<file path="src/rtl/fetch_pkg.sv">
// Shared types for the instruction fetch front-end.
// State encoding, widths and the buffered {pc, instr} entry.
package fetch_pkg;

  localparam int PC_W    = 6;
  localparam int INSTR_W = 32;

  typedef enum logic [1:0] {
    ST_IDLE,
    ST_RUN,
    ST_HALT
  } fetch_state_e;

  typedef struct packed {
    logic [PC_W-1:0]    pc;
    logic [INSTR_W-1:0] instr;
  } fetch_ent_t;

endpackage

</file>
<file path="src/rtl/fetch_buffer.sv">
// Two-entry FIFO of fetched {pc, instr} words.
// Head always sits in slot 0; a pop shifts slot 1 down.
module fetch_buffer
  import fetch_pkg::*;
(
  input  logic       clk,
  input  logic       rst_n,
  input  logic       flush_i,
  input  logic       push_i,
  input  fetch_ent_t push_ent_i,
  input  logic       pop_i,
  output fetch_ent_t head_o,
  output logic       valid_o,
  output logic [1:0] occ_o
);

  fetch_ent_t ent0_q, ent0_d;
  fetch_ent_t ent1_q, ent1_d;
  logic [1:0] occ_q, occ_d;
  logic       do_pop;

  assign do_pop  = pop_i && (occ_q != 2'd0);
  assign head_o  = ent0_q;
  assign valid_o = (occ_q != 2'd0);
  assign occ_o   = occ_q;

  // Next-state: flush wins, then pop/push combinations.
  always_comb begin
    ent0_d = ent0_q;
    ent1_d = ent1_q;
    occ_d  = occ_q;
    if (flush_i) begin
      occ_d = 2'd0;
    end else if (do_pop && push_i) begin
      if (occ_q == 2'd1) begin
        ent0_d = push_ent_i;
      end else begin
        ent0_d = ent1_q;
        ent1_d = push_ent_i;
      end
    end else if (do_pop) begin
      ent0_d = ent1_q;
      occ_d  = occ_q - 2'd1;
    end else if (push_i) begin
      if (occ_q == 2'd0) ent0_d = push_ent_i;
      else               ent1_d = push_ent_i;
      occ_d = occ_q + 2'd1;
    end
  end

  // Entry and occupancy registers.
  always_ff @(posedge clk or negedge rst_n) begin
    if (!rst_n) begin
      ent0_q <= '0;
      ent1_q <= '0;
      occ_q  <= 2'd0;
    end else begin
      ent0_q <= ent0_d;
      ent1_q <= ent1_d;
      occ_q  <= occ_d;
    end
  end

  // Issue throttling must never let a capture hit a full buffer.
  always_ff @(posedge clk) begin
    if (rst_n && push_i && !do_pop && !flush_i)
      assert (occ_q != 2'd2);
  end

endmodule

</file>
<file path="src/rtl/fetch_unit.sv">
// Instruction fetch front-end: PC, ROM issue, capture and
// redirect/halt control feeding a 2-entry decode buffer.
module fetch_unit
  import fetch_pkg::*;
#(
  parameter int              ROM_DEPTH = 12,
  parameter logic [PC_W-1:0] RESET_PC  = '0
) (
  input  logic               clk,
  input  logic               rst_n,
  input  logic               start_i,
  output logic [PC_W-1:0]    addra,
  input  logic [INSTR_W-1:0] rom_data_i,
  output logic [INSTR_W-1:0] instr_o,
  output logic [PC_W-1:0]    instr_pc_o,
  output logic               instr_valid_o,
  input  logic               instr_ready_i,
  input  logic               redirect_i,
  input  logic [PC_W-1:0]    redirect_pc_i,
  output logic               halted_o
);

  localparam logic [PC_W:0] RomEnd = (PC_W+1)'(ROM_DEPTH);

  fetch_state_e    state_q, state_d;
  logic [PC_W-1:0] pc_q, pc_d;
  logic            infl_q, infl_d;
  logic [PC_W-1:0] infl_pc_q, infl_pc_d;

  logic       push, pop, flush;
  logic [1:0] occ;
  logic [2:0] need;
  logic       in_rom, redir_in_rom;
  fetch_ent_t head, cap;

  assign in_rom       = ({1'b0, pc_q} < RomEnd);
  assign redir_in_rom = ({1'b0, redirect_pc_i} < RomEnd);
  assign pop   = instr_valid_o && instr_ready_i && !redirect_i;
  assign push  = infl_q && !redirect_i;
  assign need  = {1'b0, occ} + {2'b0, infl_q} - {2'b0, pop};
  assign cap   = '{pc: infl_pc_q, instr: rom_data_i};

  assign addra      = pc_q;
  assign instr_o    = head.instr;
  assign instr_pc_o = head.pc;
  assign halted_o   = (state_q == ST_HALT) &&
                      (occ == 2'd0) && !infl_q;

  // FSM, PC advance and issue decision.
  always_comb begin
    state_d   = state_q;
    pc_d      = pc_q;
    infl_d    = 1'b0;
    infl_pc_d = infl_pc_q;
    flush     = 1'b0;
    priority case (1'b1)
      (state_q == ST_IDLE): begin
        if (start_i) begin
          state_d = ST_RUN;
          pc_d    = RESET_PC;
        end
      end
      redirect_i: begin
        flush   = 1'b1;
        pc_d    = redirect_pc_i;
        state_d = redir_in_rom ? ST_RUN : ST_HALT;
      end
      (state_q == ST_RUN): begin
        if (!in_rom) begin
          state_d = ST_HALT;
        end else if (need < 3'd2) begin
          infl_d    = 1'b1;
          infl_pc_d = pc_q;
          pc_d      = pc_q + 1'b1;
        end
      end
      default: ;
    endcase
  end

  // Control state registers.
  always_ff @(posedge clk or negedge rst_n) begin
    if (!rst_n) begin
      state_q   <= ST_IDLE;
      pc_q      <= RESET_PC;
      infl_q    <= 1'b0;
      infl_pc_q <= '0;
    end else begin
      state_q   <= state_d;
      pc_q      <= pc_d;
      infl_q    <= infl_d;
      infl_pc_q <= infl_pc_d;
    end
  end

  fetch_buffer u_buf (
    .clk        (clk),
    .rst_n      (rst_n),
    .flush_i    (flush),
    .push_i     (push),
    .push_ent_i (cap),
    .pop_i      (pop),
    .head_o     (head),
    .valid_o    (instr_valid_o),
    .occ_o      (occ)
  );

endmodule
</file>
<file path="config.mk">
export PLATFORM = sky130hd
export DESIGN_NAME = fetch_unit
export DESIGN_NICKNAME = d
export VERILOG_FILES = /design/src/rtl/fetch_pkg.sv /design/src/rtl/fetch_buffer.sv /design/src/rtl/fetch_unit.sv
export SDC_FILE = /design/constraint.sdc
export NUM_CORES = 1
export LEC_CHECK = 0
export BUFFER_PORTS_ARGS = -buffer_cell sky130_fd_sc_hd__buf_2
export CELL_PAD_IN_SITES_DETAIL_PLACEMENT = 0
export CELL_PAD_IN_SITES_GLOBAL_PLACEMENT = 2
export CORE_MARGIN = 2
export CORE_UTILIZATION = 36
export DETAILED_ROUTE_END_ITERATION = 12
export GPL_ROUTABILITY_DRIVEN = 0
export PLACE_DENSITY_LB_ADDON = 0.1
export SLEW_MARGIN = 10
export SYNTH_ARGS = -nofsm -noshare
export SYNTH_HDL_FRONTEND = slang
export SYNTH_SLANG_ARGS = --single-unit
</file>
<file path="constraint.sdc">
create_clock -name clk -period 3.5 [get_ports clk]
set_input_delay 0.175 -clock clk [delete_from_list [all_inputs] [get_ports clk]]
set_output_delay 0.175 -clock clk [all_outputs]
set_load 0.005 [all_outputs]
</file>
==> flow_summary.toml <==
[routing]
vias = 2859
final_antenna_net_count = 0
avgViaCountPerCell = 4.89
drt_iter0_drc = 141
drc_errors = 0
firstDrtPassIters = 4
wl_mm = 8.77
wl_per_cell_um = 15.0

[logic_synthesis]
async_flop_share = 1.00
netlist.area_leader.share = 0.552
synth-seq-area-share = 0.552
syn_inst = 350
ys_top_cells_by_area = "dfrtp_1, mux2_2, mux2i_1"
syn_area_um2 = 4220
ys_seq_elements = 93
syn_nets = 398
synth.largest_area_cell = "dfrtp_1"
ys.flop_type = "dfrtp_1"
ys_warn_count = 0
ys_types = 49
synth-edff-count = 0
syn_avg_cell_area_um2 = 12.0

[worst_setup_path]
cp.required_ns = 3.71
cp_slowest_stage_delay_ns = 0.44
cp_slowest_cell = "dfrtp_1"
crit_path_cell_trace = "inv_1, ha_1, inv_1, nand3_2, inv_2, ha_1, nand2b_1, fa_1, xnor2_1, nand3_1, nor2_4, mux2_2"
arrival_ns = 3.17
end_kind = "flop"
crit_path_max_fanout = 7
worst_setup_path_start_kind = "flop"
path_class = "reg -> reg"
r2r_slack_ns = 0.55

[timing]
tns_ns = 0
slew_viol_final = 0
hold_viol_final = 0
finalSetupViolations = 0
fin_skew_ns = 0.00867
max_freq_ghz = 0.339
maxSlewHeadroom = 0.422
rsz0062_at_grt = "no"
fin_crit_ns = 2.95
worst_slew_pin_slew_ns = 0.864
period_share = 0.844

[die]
dieArea_um2 = 12600
ios = 89
core_um2 = 11400
die_w_um = 112
die_y_um = 112
rows = 39
start_util = 0.369

[final_layout]
fin_util = 0.448
fill_cells = 1076
area_growth_pct = 21.3
antenna_cells = 0
nNetsFinal = 485
layout-drive-gt1-share = 0.373

[clock_network]
clockRootBuffer = "clkbuf_16"
clk_pin_slew_ns = 0.07
cts.path.max_buffers = 2
numCtsBuffers = 9
cts_tree = "yes"
cts_setup_buffers = 0
cts_sinks = 93
htreeDepth = 3
clk_latency_ns = 0.34

[hold_path]
hp-class = "in -> reg"

[status]
outcome = "complete, no violations"

[global_route]
grt_overflow = 0
grt_use_total = 0.149
grt_pass1_vias = 2959
grt_max_degree = 55
antenna_found_initial = 0
grt_pass1_wl_mm = 14.9

[placed_design]
port_buffers = 88
place_hpwl_mm = 5.84

[flow_run]
cap_viol_max_count = 0

[pwr]
power_density_nw_per_um2 = 783
ir_drop_uv = 294
leakagePower_uw = 0.00266
==> Yosys cell counts, types with 3 or more instances <==
| cell type | number |
|---|---|
| clkbuf_1 | 3 |
| nand2_1 | 8 |
| mux2_2 | 42 |
| buf_4 | 3 |
| buf_2 | 7 |
| ha_1 | 4 |
| dfrtp_1 | 93 |
| nor2_1 | 45 |
| a21oi_1 | 43 |
| o21ai_0 | 4 |
| inv_1 | 6 |
| mux2i_1 | 40 |
| nand3_1 | 4 |
| xnor2_1 | 3 |
==> flip-flops by register name, indices dropped and copies added, names as in the netlist <==
name,count
state_q,2
infl_pc_q,6
u_buf.occ_o,2
infl_q,1
u_buf.ent1_q,38
addra,6
u_buf.head_o,38
==> cell usage in the layout (no fill, tap or decap), types with 3 or more instances in the layout <==
| cell | instances |
|---|---|
| nand3_1 | 4 |
| nand2_1 | 8 |
| nor2_1 | 44 |
| mux2i_1 | 40 |
| o21ai_0 | 4 |
| inv_1 | 6 |
| xnor2_1 | 3 |
| a21oi_1 | 43 |
| mux2_2 | 42 |
| nor2_4 | 3 |
| clkbuf_16 | 9 |
| dfrtp_1 | 93 |
| ha_1 | 4 |
| buf_2 | 87 |
| buf_4 | 6 |
==> cells by family after synthesis <==
logic type | after synthesis | share of synthesized area
flops | 93 | 0.552
mux | 83 | 0.210
simple gates | 77 | 0.0882
compound gates | 61 | 0.0855
buf+inv | 27 | 0.0383
fa+ha+maj | 6 | 0.0193
xor+xnor | 3 | 0.00623
==> layer usage <==
layer	wire, µm	share of wire	track usage
met5	0	0	0
met4	156	0.018	0.0585
met3	459	0.052	0.0335
met2	3810	0.43	0.232
met1	4350	0.50	0.203
==> through the flow <==
step / hold WS [ns] / cells / worst slack (ns) / cell area (µm²) / power [µW]
final: 0.0820 / 585 / 0.547 / 5110 / 4000
after global placement: 0.242 / 568 / 0.600 / 4770 / 2960
after CTS: 0.0736 / 585 / 0.515 / 5110 / 4070
after detailed placement: 0.253 / 568 / 0.524 / 4770 / 2980
after floorplan: -0.121 / 350 / 0.740 / 4220 / 2470
after global routing: 0.0767 / 585 / 0.314 / 5110 / 4300
==> final timing paths <==
kind | from | endpoint | depth (start not counted)
max | u_buf.occ_o[1] | infl_pc_q[3] | 12
min | rom_data_i[3] | u_buf.ent1_q[3] | 2
max reg2reg | u_buf.occ_o[1] | infl_pc_q[3] | 12
min reg2reg | u_buf.ent1_q[36] | u_buf.ent1_q[36] | 1
max in group asynchronous | rst_n | addra[3] | 3
min in group asynchronous | rst_n | u_buf.head_o[30] | 2
==> worst max-delay path: cells and delay by family (launching register included) <==
family	cells	cell delay, ns
XOR/XNOR	1	0.22
adder cells (fa/ha/maj)	3	0.84
buffers and inverters	3	0.35
flip-flops	1	0.44
multiplexers	1	0.36
AND/OR/NAND/NOR	4	0.64
==> final cells by class <==
cell class / instances / area [µm²] / area share
inverter: 8 / 32.5 / 0.00636
clock inverter: 3 / 67.6 / 0.0132
clock buffer: 13 / 260 / 0.0509
multi-input combinational: 230 / 1730 / 0.339
tap: 143 / 179 / 0.0350
timing repair buffer: 95 / 510 / 0.0999
sequential: 93 / 2330 / 0.455
==> where the power goes <==
part	total [µW]	internal, µW	switching (µW)
clock	1060	666	397
combinational	1260	630	630
sequential	1680	1430	253
==> repair_timing <==
item                                    CTS  global route
hold buffers                              1             0
hold endpoints to repair                 48             0
resized for setup                         0             0
endpoints found under the setup margin    0             0
No activity file was read; power rests on OpenSTA's default activity.
